### src/rtl/pifo_calendar_shift_queue.sv
// Root PIFO calendar: shift-register priority queue ordered by rank.
// Head (slot 0) is registered and drives the bypass checker directly.
module pifo_calendar_shift_queue #(
  parameter int PIFO_ROOT_WIDTH          = 32,
  parameter int ROOT_RANK_START_POS      = 12,
  parameter int ROOT_RANK_END_POS        = 30,
  parameter int ROOT_PIFO_INFO_VALID_POS = 31,
  parameter int DEPTH                    = 8,
  parameter int COUNT_WIDTH              = 4
) (
  input  logic                       clk,
  input  logic                       rst,
  input  logic                       s_axis_valid,
  input  logic [PIFO_ROOT_WIDTH-1:0] s_axis_pifo_info,
  output logic                       s_axis_ready,
  input  logic                       m_axis_pop,
  output logic                       m_axis_valid,
  output logic [PIFO_ROOT_WIDTH-1:0] m_axis_pifo_info,
  output logic [PIFO_ROOT_WIDTH-1:0] m_axis_pifo_calandar_top,
  output logic [COUNT_WIDTH-1:0]     count,
  output logic [15:0]                drop_cnt
);

  localparam int RW = ROOT_RANK_END_POS - ROOT_RANK_START_POS + 1;
  localparam logic [COUNT_WIDTH-1:0] DEPTH_C = COUNT_WIDTH'(DEPTH);
  localparam logic [COUNT_WIDTH-1:0] ONE_C = COUNT_WIDTH'(1);

  logic [PIFO_ROOT_WIDTH-1:0] slots [DEPTH];
  logic [PIFO_ROOT_WIDTH-1:0] base  [DEPTH];
  logic [PIFO_ROOT_WIDTH-1:0] nxt   [DEPTH];
  logic [DEPTH-1:0]           le;
  logic [RW-1:0]              new_rank;
  logic                       pop_eff;
  logic                       push_req;
  logic                       push_ok;

  assign s_axis_ready = (count < DEPTH_C);
  assign m_axis_pifo_calandar_top = slots[0];

  assign new_rank = s_axis_pifo_info[ROOT_RANK_END_POS:ROOT_RANK_START_POS];
  assign pop_eff  = m_axis_pop && (count != '0);
  assign push_req = s_axis_valid &&
                    s_axis_pifo_info[ROOT_PIFO_INFO_VALID_POS];
  assign push_ok  = push_req && (s_axis_ready || pop_eff);

  // Pop first, then insert into what remains; le marks entries the new one follows.
  always_comb begin
    for (int i = 0; i < DEPTH; i++) begin
      if (pop_eff) begin
        base[i] = (i == DEPTH-1) ? '0 : slots[(i+1) % DEPTH];
      end else begin
        base[i] = slots[i];
      end
    end
    for (int i = 0; i < DEPTH; i++) begin
      le[i] = base[i][ROOT_PIFO_INFO_VALID_POS] &&
              (base[i][ROOT_RANK_END_POS:ROOT_RANK_START_POS] <= new_rank);
    end
    nxt[0] = le[0] ? base[0] : s_axis_pifo_info;
    for (int i = 1; i < DEPTH; i++) begin
      if (le[i]) begin
        nxt[i] = base[i];
      end else if (le[i-1]) begin
        nxt[i] = s_axis_pifo_info;
      end else begin
        nxt[i] = base[i-1];
      end
    end
  end

  always_ff @(posedge clk or posedge rst) begin
    if (rst) begin
      for (int i = 0; i < DEPTH; i++) begin
        slots[i] <= '0;
      end
      count            <= '0;
      m_axis_valid     <= 1'b0;
      m_axis_pifo_info <= '0;
      drop_cnt         <= '0;
    end else begin
      for (int i = 0; i < DEPTH; i++) begin
        slots[i] <= push_ok ? nxt[i] : base[i];
      end
      m_axis_valid <= pop_eff;
      if (pop_eff) begin
        m_axis_pifo_info <= slots[0];
      end
      if (push_ok && !pop_eff) begin
        count <= count + ONE_C;
      end else if (pop_eff && !push_ok) begin
        count <= count - ONE_C;
      end
      if (push_req && !push_ok && drop_cnt != 16'hFFFF) begin
        drop_cnt <= drop_cnt + 16'd1;
      end
    end
  end

endmodule

### config.mk
export PLATFORM = sky130hd
export DESIGN_NAME = pifo_calendar_shift_queue
export DESIGN_NICKNAME = d
export VERILOG_FILES = /design/src/rtl/pifo_calendar_shift_queue.sv
export SDC_FILE = /design/constraint.sdc
export NUM_CORES = 1
export LEC_CHECK = 0
export ABC_CLOCK_PERIOD_IN_PS = 10680
export CAP_MARGIN = 20
export CORE_MARGIN = 2
export CORE_UTILIZATION = 55
export DETAILED_ROUTE_END_ITERATION = 10
export GPL_TIMING_DRIVEN = 0
export HOLD_SLACK_MARGIN = 0.05
export PLACE_DENSITY = 0.77
export SYNTH_ARGS = -nofsm -noshare
export SYNTH_HDL_FRONTEND = slang
export SYNTH_SLANG_ARGS = --single-unit
### constraint.sdc
create_clock -name clk -period 10.68 [get_ports clk]
set_clock_uncertainty 0.15 [all_clocks]
set_input_delay 2.136 -clock clk [delete_from_list [all_inputs] [get_ports clk]]
set_output_delay 2.136 -clock clk [all_outputs]
set_load 0.01 [all_outputs]
Yosys cells after proc, flatten, opt, wreduce, memory -nomap -nowiden
Index checks and enable logic that the tools add are counted.

word-level totals
  bits in registers = 309
  bits in latches = 0
  memory bits (writable) = 0
  bits in read-only memories = 0
  input bits = 36
  output and inout port bits = 86
  logic and storage cells = 78
  memories = 0

cells by class
  add/sub/neg operators = 3
  $mul = 0
  div/mod/pow operators = 0
  magnitude comparators = 9
  equal/unequal tests = 1
  shift-type cells = 0
  muxes and demuxes = 33
  bitwise gates (word level) = 0
  reductions and logical operators = 20

operators with widths
  cell                                                                number
  32-bit two-way mux                                                  31
  19-bit less-or-equal comparator                                     8
  16-bit by 1-bit adder with 16-bit output, second input constant     1
  16-bit != test, second input constant                               1
  1-bit logical AND                                                   15
  4-bit two-way mux                                                   2
  4-bit by 1-bit adder with 4-bit output, second input constant       1
  4-bit less-than comparator, second input constant                   1
  4-bit nonzero test                                                  1
  4-bit by 1-bit subtractor with 4-bit output, second input constant  1
  1-bit logical NOT                                                   2
  2-bit nonzero test                                                  1
  1-bit logical OR                                                    1

Logic depth before layout (Yosys ltp)
Gate-level depths: netlist of the first run.

  depth after elaboration = 8
  mapped depth = 19
  depth with buffers taken out = 13

Worst setup path after synthesis of the first run
OpenSTA, ideal clock, no wires.

  kind = input-to-reg
  start = input port m_axis_pop
  end = register slots[10] in the netlist's numbering
  arrival = 5.096 ns
  path slack = 5.357 ns
  cell stages on the path = 17
  path buffers = 6
  cells stage by stage = o41a_1 > buf_6 > clkinv_2 > buf_6 > buf_2 > buf_1 > clkbuf_1 > and2_1 > ha_1 > a211oi_1 > o21bai_1 > a211o_1 > a221oi_1 > nand2_1 > o211ai_1 > clkbuf_1 > o2bb2ai_1

between the ends
  word-level cells in the longest chain between the ends = 7
  elaborated cells on any way between the ends = 12
  those cells by class = order compare (2); mux (5); reduce/logical (5)

ends and longest elaborated chain
  item                             line  RTL
  from (decl)                      16    input logic m_axis_pop,
  1-bit logical AND *              41    assign pop_eff = m_axis_pop && (count != '0);
  32-bit two-way mux               49    if (pop_eff) begin
  19-bit less-or-equal comparator  57    (base[i][ROOT_RANK_END_POS:ROOT_RANK_START_POS] <= new_rank);
  1-bit logical AND                56    le[i] = base[i][ROOT_PIFO_INFO_VALID_POS] &&
  32-bit two-way mux               63    end else if (le[i-1]) begin
  32-bit two-way mux               61    if (le[i]) begin
  32-bit two-way mux *             82    slots[i] <= push_ok ? nxt[i] : base[i];
  to (signal, indexed assignment)  82
  to (decl)                        28    logic [PIFO_ROOT_WIDTH-1:0] slots [DEPTH];

Every way passes the cells marked *; elsewhere a longest branch is shown, timed or not.
A chain may end at the register's enable or synchronous reset.

Final worst setup path of the first run
  start = input port m_axis_pop
  end = register slots[6] in the netlist's numbering

The elaborated chain is that of the path after synthesis.

==> qor.txt, run 1 <==
H-tree levels - 2
R2R depth - 16
Worst EP required - 11.02 ns
DRC - 0
Delay-heaviest family, CP - buffers and inverters
Worst setup EP type - flip-flop
Syn_nets - 2760
Fin. max-slew vios - 0
Worst Tran Pin Value - 1.12 ns
PwrDens - 246 nW/um2
Vias per cell - 5.96
Post-CTS setup buffers - 0
GRT Overall Usage - 35.1%
Maximum clock insertion buffer count - 3
Post-synth top area share - 36.6%
Area after DPL - 23000 um2
Number of gates resized after CTS - 0
Setup TNS - 0 ns
CP arrival - 7.36 ns
Grt total ovfl - 0
CTS tree - yes
Worst Setup Path Type - primary input to flip-flop
Number of buffers created by CTS - 37
Avg Inst Size Synth - 8.24 um2
Avg WL per Cell - 21.2 um
Cell taking the most area after synthesis - dfrtp_1
Initial antenna violation count - 0
EDFF count, synth - 0
Slowest CP cell - buf_1
Mapped Area - 21100 um2
Worst min path class - flip-flop to flip-flop
Input/output buffers - 109
Pre-antenna DRT Iters - 6
Crit share post-route - 65.7%
Post-Syn Instances - 2567
Final min period - 7.02 ns
Die width - 200 um
Total number of vias - 19.4k
Core Area - 37800 um2
Leakage power total - 11.5 nW
Hold slack - 0.319 ns
Synth unique cells - 64
DP HPWL - 54.8 mm
Area Overhead vs Synth - 14.5%
Final setup vio count - 0
Seq/Total Area, Yosys - 36.6%
Antenna Nets Post-Route - 0
Reg clk slew, reported paths - 0.06 ns
Critical-path maximum fanout - 10
Routability cong. - 0.945
Clock sinks - 309
Vias in the first global route - 19.3k
Top_reg_cell synth - dfrtp_1
FFs w/ async S/R, synth - 100%
IR Drop Worst-Case VDD - 0.000126 V
Synth warn - 0
Type of origin of the critical path - primary input
Fraction of layout cells with a size suffix above 1 - 8.70%
Crit path buffers/inverters - 8
Fin area - 24200 um2
Yosys reg bits - 309
Row count - 71
Die height - 200 um
Initial Util - 56.0%
Root Buffer - clkbuf_16
Critical path's largest stage delay - 0.88 ns
Die area - 40000 um2
Clk_lat worst skew - 0.57 ns
I/O pins - 122
Fmax - 142 MHz
Slew HR - 25.0%
Fin. Hold Viols - 0
RSZ-0062 raised after global routing - false
N_diodes - 0
Status - finished clean
WL final - 69.0 mm
Top cells by area, synth - dfrtp_1 (37%), nand2_1 (12%), ha_1 (9.2%)
Max Cap Viol - 0
Min-Delay Path Depth - 2
Iteration-0 DRC Markers - 1704
Hold_buf cts - 0
Largest net degree at the start of global routing - 43
Crit-path cells - clkdlybuf4s50_1, o41a_1, buf_6, clkinv_2, buf_6, buf_2, buf_1, buf_1, nand2_1, ha_1, and3_1, nand3_1, a221oi_1, nand2_1, o211ai_1, clkbuf_1, o2bb2ai_1
Worst path depth - 17
Nets - 2916
First-pass GRT wire length - 108 mm
[worst register-to-register path, cell delays in order, from the launching register on]
cell       delay [ns]
dfrtp_1          0.45
o41a_1           0.46
buf_6            0.16
clkinv_2         0.07
buf_6            0.16
buf_2            0.42
buf_1            0.89
buf_1            0.69
nand2_1          0.19
ha_1             0.31
and3_1           0.15
nand3_1          0.08
a221oi_1         0.49
nand2_1          0.14
o211ai_1         0.29
clkbuf_1         0.45
o2bb2ai_1        0.18
[synth_stat cells (all sizes together), types with 6 or more instances]
master   number
inv          54
o21ai       224
and4          6
o221ai       64
or3          64
xnor2        15
a211oi        8
and3          7
a31oi        32
clkbuf      113
o31ai        32
nor2        105
and3b        12
nand4        37
nand2       680
o21a          7
dfrtp       309
nand3        15
mux2i       110
a21o         26
ha          156
o2bb2ai      31
a21oi       169
nor4          6
buf         116
nor3          9
nand2b       18
and2         53
nor2b         6
mux2         33
[cell usage in the layout (no fill, tap or decap), drive strengths merged, types with 18 or more instances in the layout]
master | netlist | final
a21o | 26 | 26
buf | 116 | 124
ha | 156 | 156
o31ai | 32 | 32
inv | 54 | 54
o2bb2ai | 31 | 31
and2 | 53 | 53
mux2 | 33 | 33
o21ai | 224 | 224
o221ai | 64 | 64
dfrtp | 309 | 309
nor2 | 105 | 105
nand2 | 680 | 680
or3 | 64 | 64
nand4 | 37 | 37
a21oi | 169 | 169
clkbuf | 113 | 164
clkdlybuf4s50 | 0 | 109
nand2b | 18 | 18
a31oi | 32 | 32
mux2i | 110 | 110
[state kept, by name, summed over array words and instances, names as in the netlist]
register / count
count: 4
drop_cnt: 16
m_axis_pifo_calandar_top: 32
m_axis_pifo_info: 32
m_axis_valid: 1
slots: 224
[stage by stage]
step / power [W] / worst slack [ns] / instances / util, %
after detailed placement: 0.00468 / 3.16 / 3195 / 61.0
final: 0.00596 / 3.66 / 3258 / 64.1
after CTS: 0.00594 / 3.75 / 3258 / 64.1
after global routing: 0.00638 / 3.44 / 3258 / 64.1
after floorplan: 0.00371 / 4.28 / 2567 / -
after global placement: 0.00458 / 2.03 / 3187 / 60.6
[final timing paths]
kind / slack (ns) / to / from
min in group asynchronous: 1.90 / m_axis_pifo_info[20] / rst
max in group asynchronous: 6.55 / slots[31] / rst
worst max-delay path: 3.66 / slots[6] / m_axis_pop
worst min register to register: 0.32 / m_axis_pifo_info[30] / m_axis_pifo_info[30]
worst min-delay path: 0.32 / m_axis_pifo_info[30] / m_axis_pifo_info[30]
worst max register to register: 4.88 / slots[6] / count[0]
[cell families (layout without fill, tap and decap cells)]
group,after synthesis,in the layout,share of synthesized area (%)
adder cells (fa/ha/maj),157,157,9.33
XOR/XNOR,20,20,0.829
AO/OA/AOI/OAI,627,627,18.7
flip-flops,309,309,36.6
buffers and inverters,284,464,6.31
AND/OR/NAND/NOR,1027,1027,21.3
multiplexers,143,143,6.97
[metal layers]
layer | wire (um) | GRT usage [%] | part of all wire [%]
met1 | 29800 | 46.7 | 43
met2 | 31400 | 56.8 | 45
met3 | 4910 | 5.07 | 7.1
met4 | 3000 | 15.9 | 4.3
met5 | 0 | 0 | 0
[cell type report]
cell class | instances | area [um2]
fill | 3280 | 13600
multi-input combinational | 1974 | 12100
sequential | 309 | 7730
timing repair buffer | 117 | 1250
buffer | 229 | 1130
clock buffer | 51 | 1050
tap | 511 | 639
inverter | 55 | 211
clock inverter | 12 | 118
[where the power goes]
part | internal, W | total, W | switching, W
Clock | 0.000713 | 0.00124 | 0.000524
Combinational | 0.00122 | 0.00291 | 0.00169
Sequential | 0.00156 | 0.00182 | 0.000260
Total | 0.00349 | 0.00596 | 0.00247
Power figures use the tool's default switching activity.
==> inputs of run 2 (changes only) <==
--- a/config.mk
+++ b/config.mk
@@ -5,14 +5,14 @@
 export SDC_FILE = /design/constraint.sdc
 export NUM_CORES = 1
 export LEC_CHECK = 0
-export ABC_CLOCK_PERIOD_IN_PS = 10680
+export ABC_CLOCK_PERIOD_IN_PS = 7100
 export CAP_MARGIN = 20
 export CORE_MARGIN = 2
-export CORE_UTILIZATION = 55
+export CORE_UTILIZATION = 61
 export DETAILED_ROUTE_END_ITERATION = 10
 export GPL_TIMING_DRIVEN = 0
 export HOLD_SLACK_MARGIN = 0.05
-export PLACE_DENSITY = 0.77
+export PLACE_DENSITY = 0.81
 export SYNTH_ARGS = -nofsm -noshare
 export SYNTH_HDL_FRONTEND = slang
 export SYNTH_SLANG_ARGS = --single-unit
==> constraint.sdc (replaced) <==
create_clock -name clk -period 7.1 [get_ports clk]
set_clock_uncertainty 0.15 [all_clocks]
set_input_delay 1.42 -clock clk [delete_from_list [all_inputs] [get_ports clk]]
set_output_delay 1.42 -clock clk [all_outputs]
set_load 0.01 [all_outputs]
==> run 2 against run 1 <==
- core utilization increased by 6.7 points
- sequential share of layout area decreased by 0.20 points
- final area increased by 0.62%
- sequential cell count unchanged
- critical endpoint is now slots[12]
- largest cell class unchanged
==> qor.txt, run 2 (synthesized netlist as in run 1, its figures left out) <==
Die area - 36200 um2 (-9.6%)
Antenna Nets Post-Route - 0 (unchanged)
GR met1 Demand/Resource - 50.1% (+3.4 points)
Worst EP required - 7.39 ns (-3.63 ns)
PwrDens - 380 nW/um2 (+54%)
Number of gates resized after CTS - 0 (unchanged)
Final min period - 6.39 ns
DRC - 0 (unchanged)
Clk pwr share - 22.9% (+2.2 points)
Fraction of layout cells with a size suffix above 1 - 8.97% (+0.27 points)
Psw - 0.00372 W (+50%)
Fmax - 156 MHz
First-pass GRT wire length - 106 mm (-2.1%)
Final total power - 0.00924 W (+55%)
Worst Tran Pin Value - 1.12 ns (-0.00966 ns)
Commonest non-fill, non-tap cell in the layout - nand2_1
Pre-antenna DRT Iters - 5 (-1)
Area Overhead vs Synth - 15.2%
IR Drop Worst-Case VDD - 0.000224 V (+78%)
Vias in the first global route - 19.3k (+0.23%)
Max Cap Viol - 0 (unchanged)
Slew HR - 25.7% (+0.64 points)
Final setup vio count - 0 (unchanged)
Type of origin of the critical path - primary input
Fin. max-slew vios - 0 (unchanged)
Worst Setup Path Type - primary input to flip-flop
Logic pwr share - 47.5% (-1.3 points)
H-tree levels - 2 (unchanged)
Slowest CP cell - buf_1
Post-CTS setup buffers - 0 (unchanged)
Iteration-0 DRC Markers - 2032 (+19%)
Avg WL per Cell - 21.1 um (-0.28%)
Grt total ovfl - 0 (unchanged)
Initial Util - 61.5% (+5.5 points)
Top reg by flops - slots
Initial antenna violation count - 0 (unchanged)
Seq pwr share - 29.6% (-0.8 points)
Row count - 68 (-4.2%)
Flip-flop count of the largest register after layout - 224 (unchanged)
Layout Cells excl Fill - 3208 (-1.5%)
Fin. Hold Viols - 0 (unchanged)
I/O pins - 122 (unchanged)
Worst min path class - flip-flop to flip-flop
Met2 Usage GRT - 60.8% (+4.0 points)
CTS tree - yes
Fillcell total - 2800 (-15%)
DP HPWL - 53.6 mm (-2.2%)
Vias per cell - 6.16 (+3.3%)
Input/output buffers - 109 (unchanged)
CP arrival - 6.68 ns (-0.68 ns)
Number of buffers created by CTS - 38 (+2.7%)
Largest net degree at the start of global routing - 43 (unchanged)
Crit share post-route - 90.0%
RSZ-0062 raised after global routing - false
Area taken by multi-input logic gates - 12100 um2 (unchanged)
Routability cong. - 1.00 (+6.1%)
Leakage power total - 11.6 nW (+0.99%)
Die height - 190 um (-4.9%)
Die width - 190 um (-4.9%)
Most frequent cells in the layout - nand2_1 (680), dfrtp_1 (309), ha_1 (156)
Worst setup EP type - flip-flop
Clk_lat worst skew - 0.54 ns (-0.03 ns)
Reg clk slew, reported paths - 0.06 ns (about the same)
Met3 usage - 5.90% (+0.83 points)
Critical-path maximum fanout - 10 (unchanged)
GRT Overall Usage - 37.5% (+2.4 points)
Maximum clock insertion buffer count - 3 (unchanged)
Hold_buf cts - 0 (unchanged)
Clock sinks - 309 (unchanged)
Register cell area after layout - 7730 um2 (unchanged)
N_diodes - 0 (unchanged)
Nets - 2917 (+0.034%)
WL final - 67.8 mm (-1.8%)
Core Area - 34400 um2 (-9.0%)
Critical path's largest stage delay - 0.88 ns (about the same)
Crit-path cells - clkdlybuf4s50_1, o41a_1, buf_6, clkinv_2, buf_6, buf_2, buf_1, clkbuf_1, and2_1, ha_1, a211oi_1, o21bai_1, a211o_1, a221oi_1, nand2_1, o211ai_1, clkbuf_1, o2bb2ai_1
GRT busiest layer - met2
Placed cell count - 3139 (-1.8%)
Status - finished clean
Switch share - 40.2% (-1.2 points)
Cell Int Power - 0.00552 W (+58%)
Root Buffer - clkbuf_16
Total number of vias - 19.7k (+1.7%)
## run 2: cell types whose count changed in the layout (fill, tap and decap cells not counted)
cell | previous run | this run
clkbuf_1 | 120 | 118
clkinv_8 | 2 | 0
clkbuf_8 | 7 | 11
inv_6 | 1 | 0
clkbuf_16 | 37 | 41
bufinv_16 | 1 | 5
clkinvlp_4 | 2 | 1
## run 2: critical path, delay by kind of cell
family | cells | cell delay (ns)
compound gates | 7 | 1.68
fa+ha+maj | 1 | 0.25
buf+inv | 8 | 3.00
simple gates | 2 | 0.31
## run 2: path summary, 6_finish.rpt
path | start | endpoint | slack [ns] | cells after the start
worst max-delay path | m_axis_pop | slots[12] | 0.71 | 18
worst min-delay path | m_axis_pifo_info[20] | m_axis_pifo_info[20] | 0.32 | 2
worst max register to register | count[0] | slots[12] | 1.26 | 17
worst min register to register | m_axis_pifo_info[20] | m_axis_pifo_info[20] | 0.32 | 2
max in group asynchronous | rst | slots[36] | 4.23 | 6
min in group asynchronous | rst | m_axis_pifo_info[21] | 1.12 | 2
## run 2: power by group through the flow
stage	combinational [W]	sequential, W	clock [W]
finish	0.00439	0.00274	0.00212
global route	0.00482	0.00280	0.00220
CTS	0.00432	0.00272	0.00212
detailed placement	0.00428	0.00274	0
global placement	0.00414	0.00272	0
floorplan	0.00291	0.00268	0
## run 2: layer usage
metal	vias up	wire length, um
li1	9324	-
met1	9336	28500
met2	925	30900
met3	164	5680
met4	0	2660
met5	-	0
## run 2: final cells by class
cell class	instances	area share, %
multi-input cells	1974	49.6
flip-flops and latches	309	31.8
repair buffers	117	5.14
clock buffers	57	4.91
plain buffers	229	4.62
well taps	455	2.34
inverters	55	0.868
clock inverters	12	0.776
## run 2: metrics by stage
step | utilization [%] | area (um2) | worst slack [ns] | setup TNS (ns) | hold WS (ns)
2_1_floorplan | - | 21100 | 1.42 | 0 | 0.306
3_3_place_gp | 66.3 | 22800 | -0.792 | -232.27 | 0.306
3_5_place_dp | 66.8 | 23000 | 0.408 | 0 | 0.312
4_1_cts | 70.8 | 24300 | 0.895 | 0 | 0.327
5_1_grt | 70.8 | 24300 | 0.580 | 0 | 0.340
6_report | 70.8 | 24300 | 0.707 | 0 | 0.324
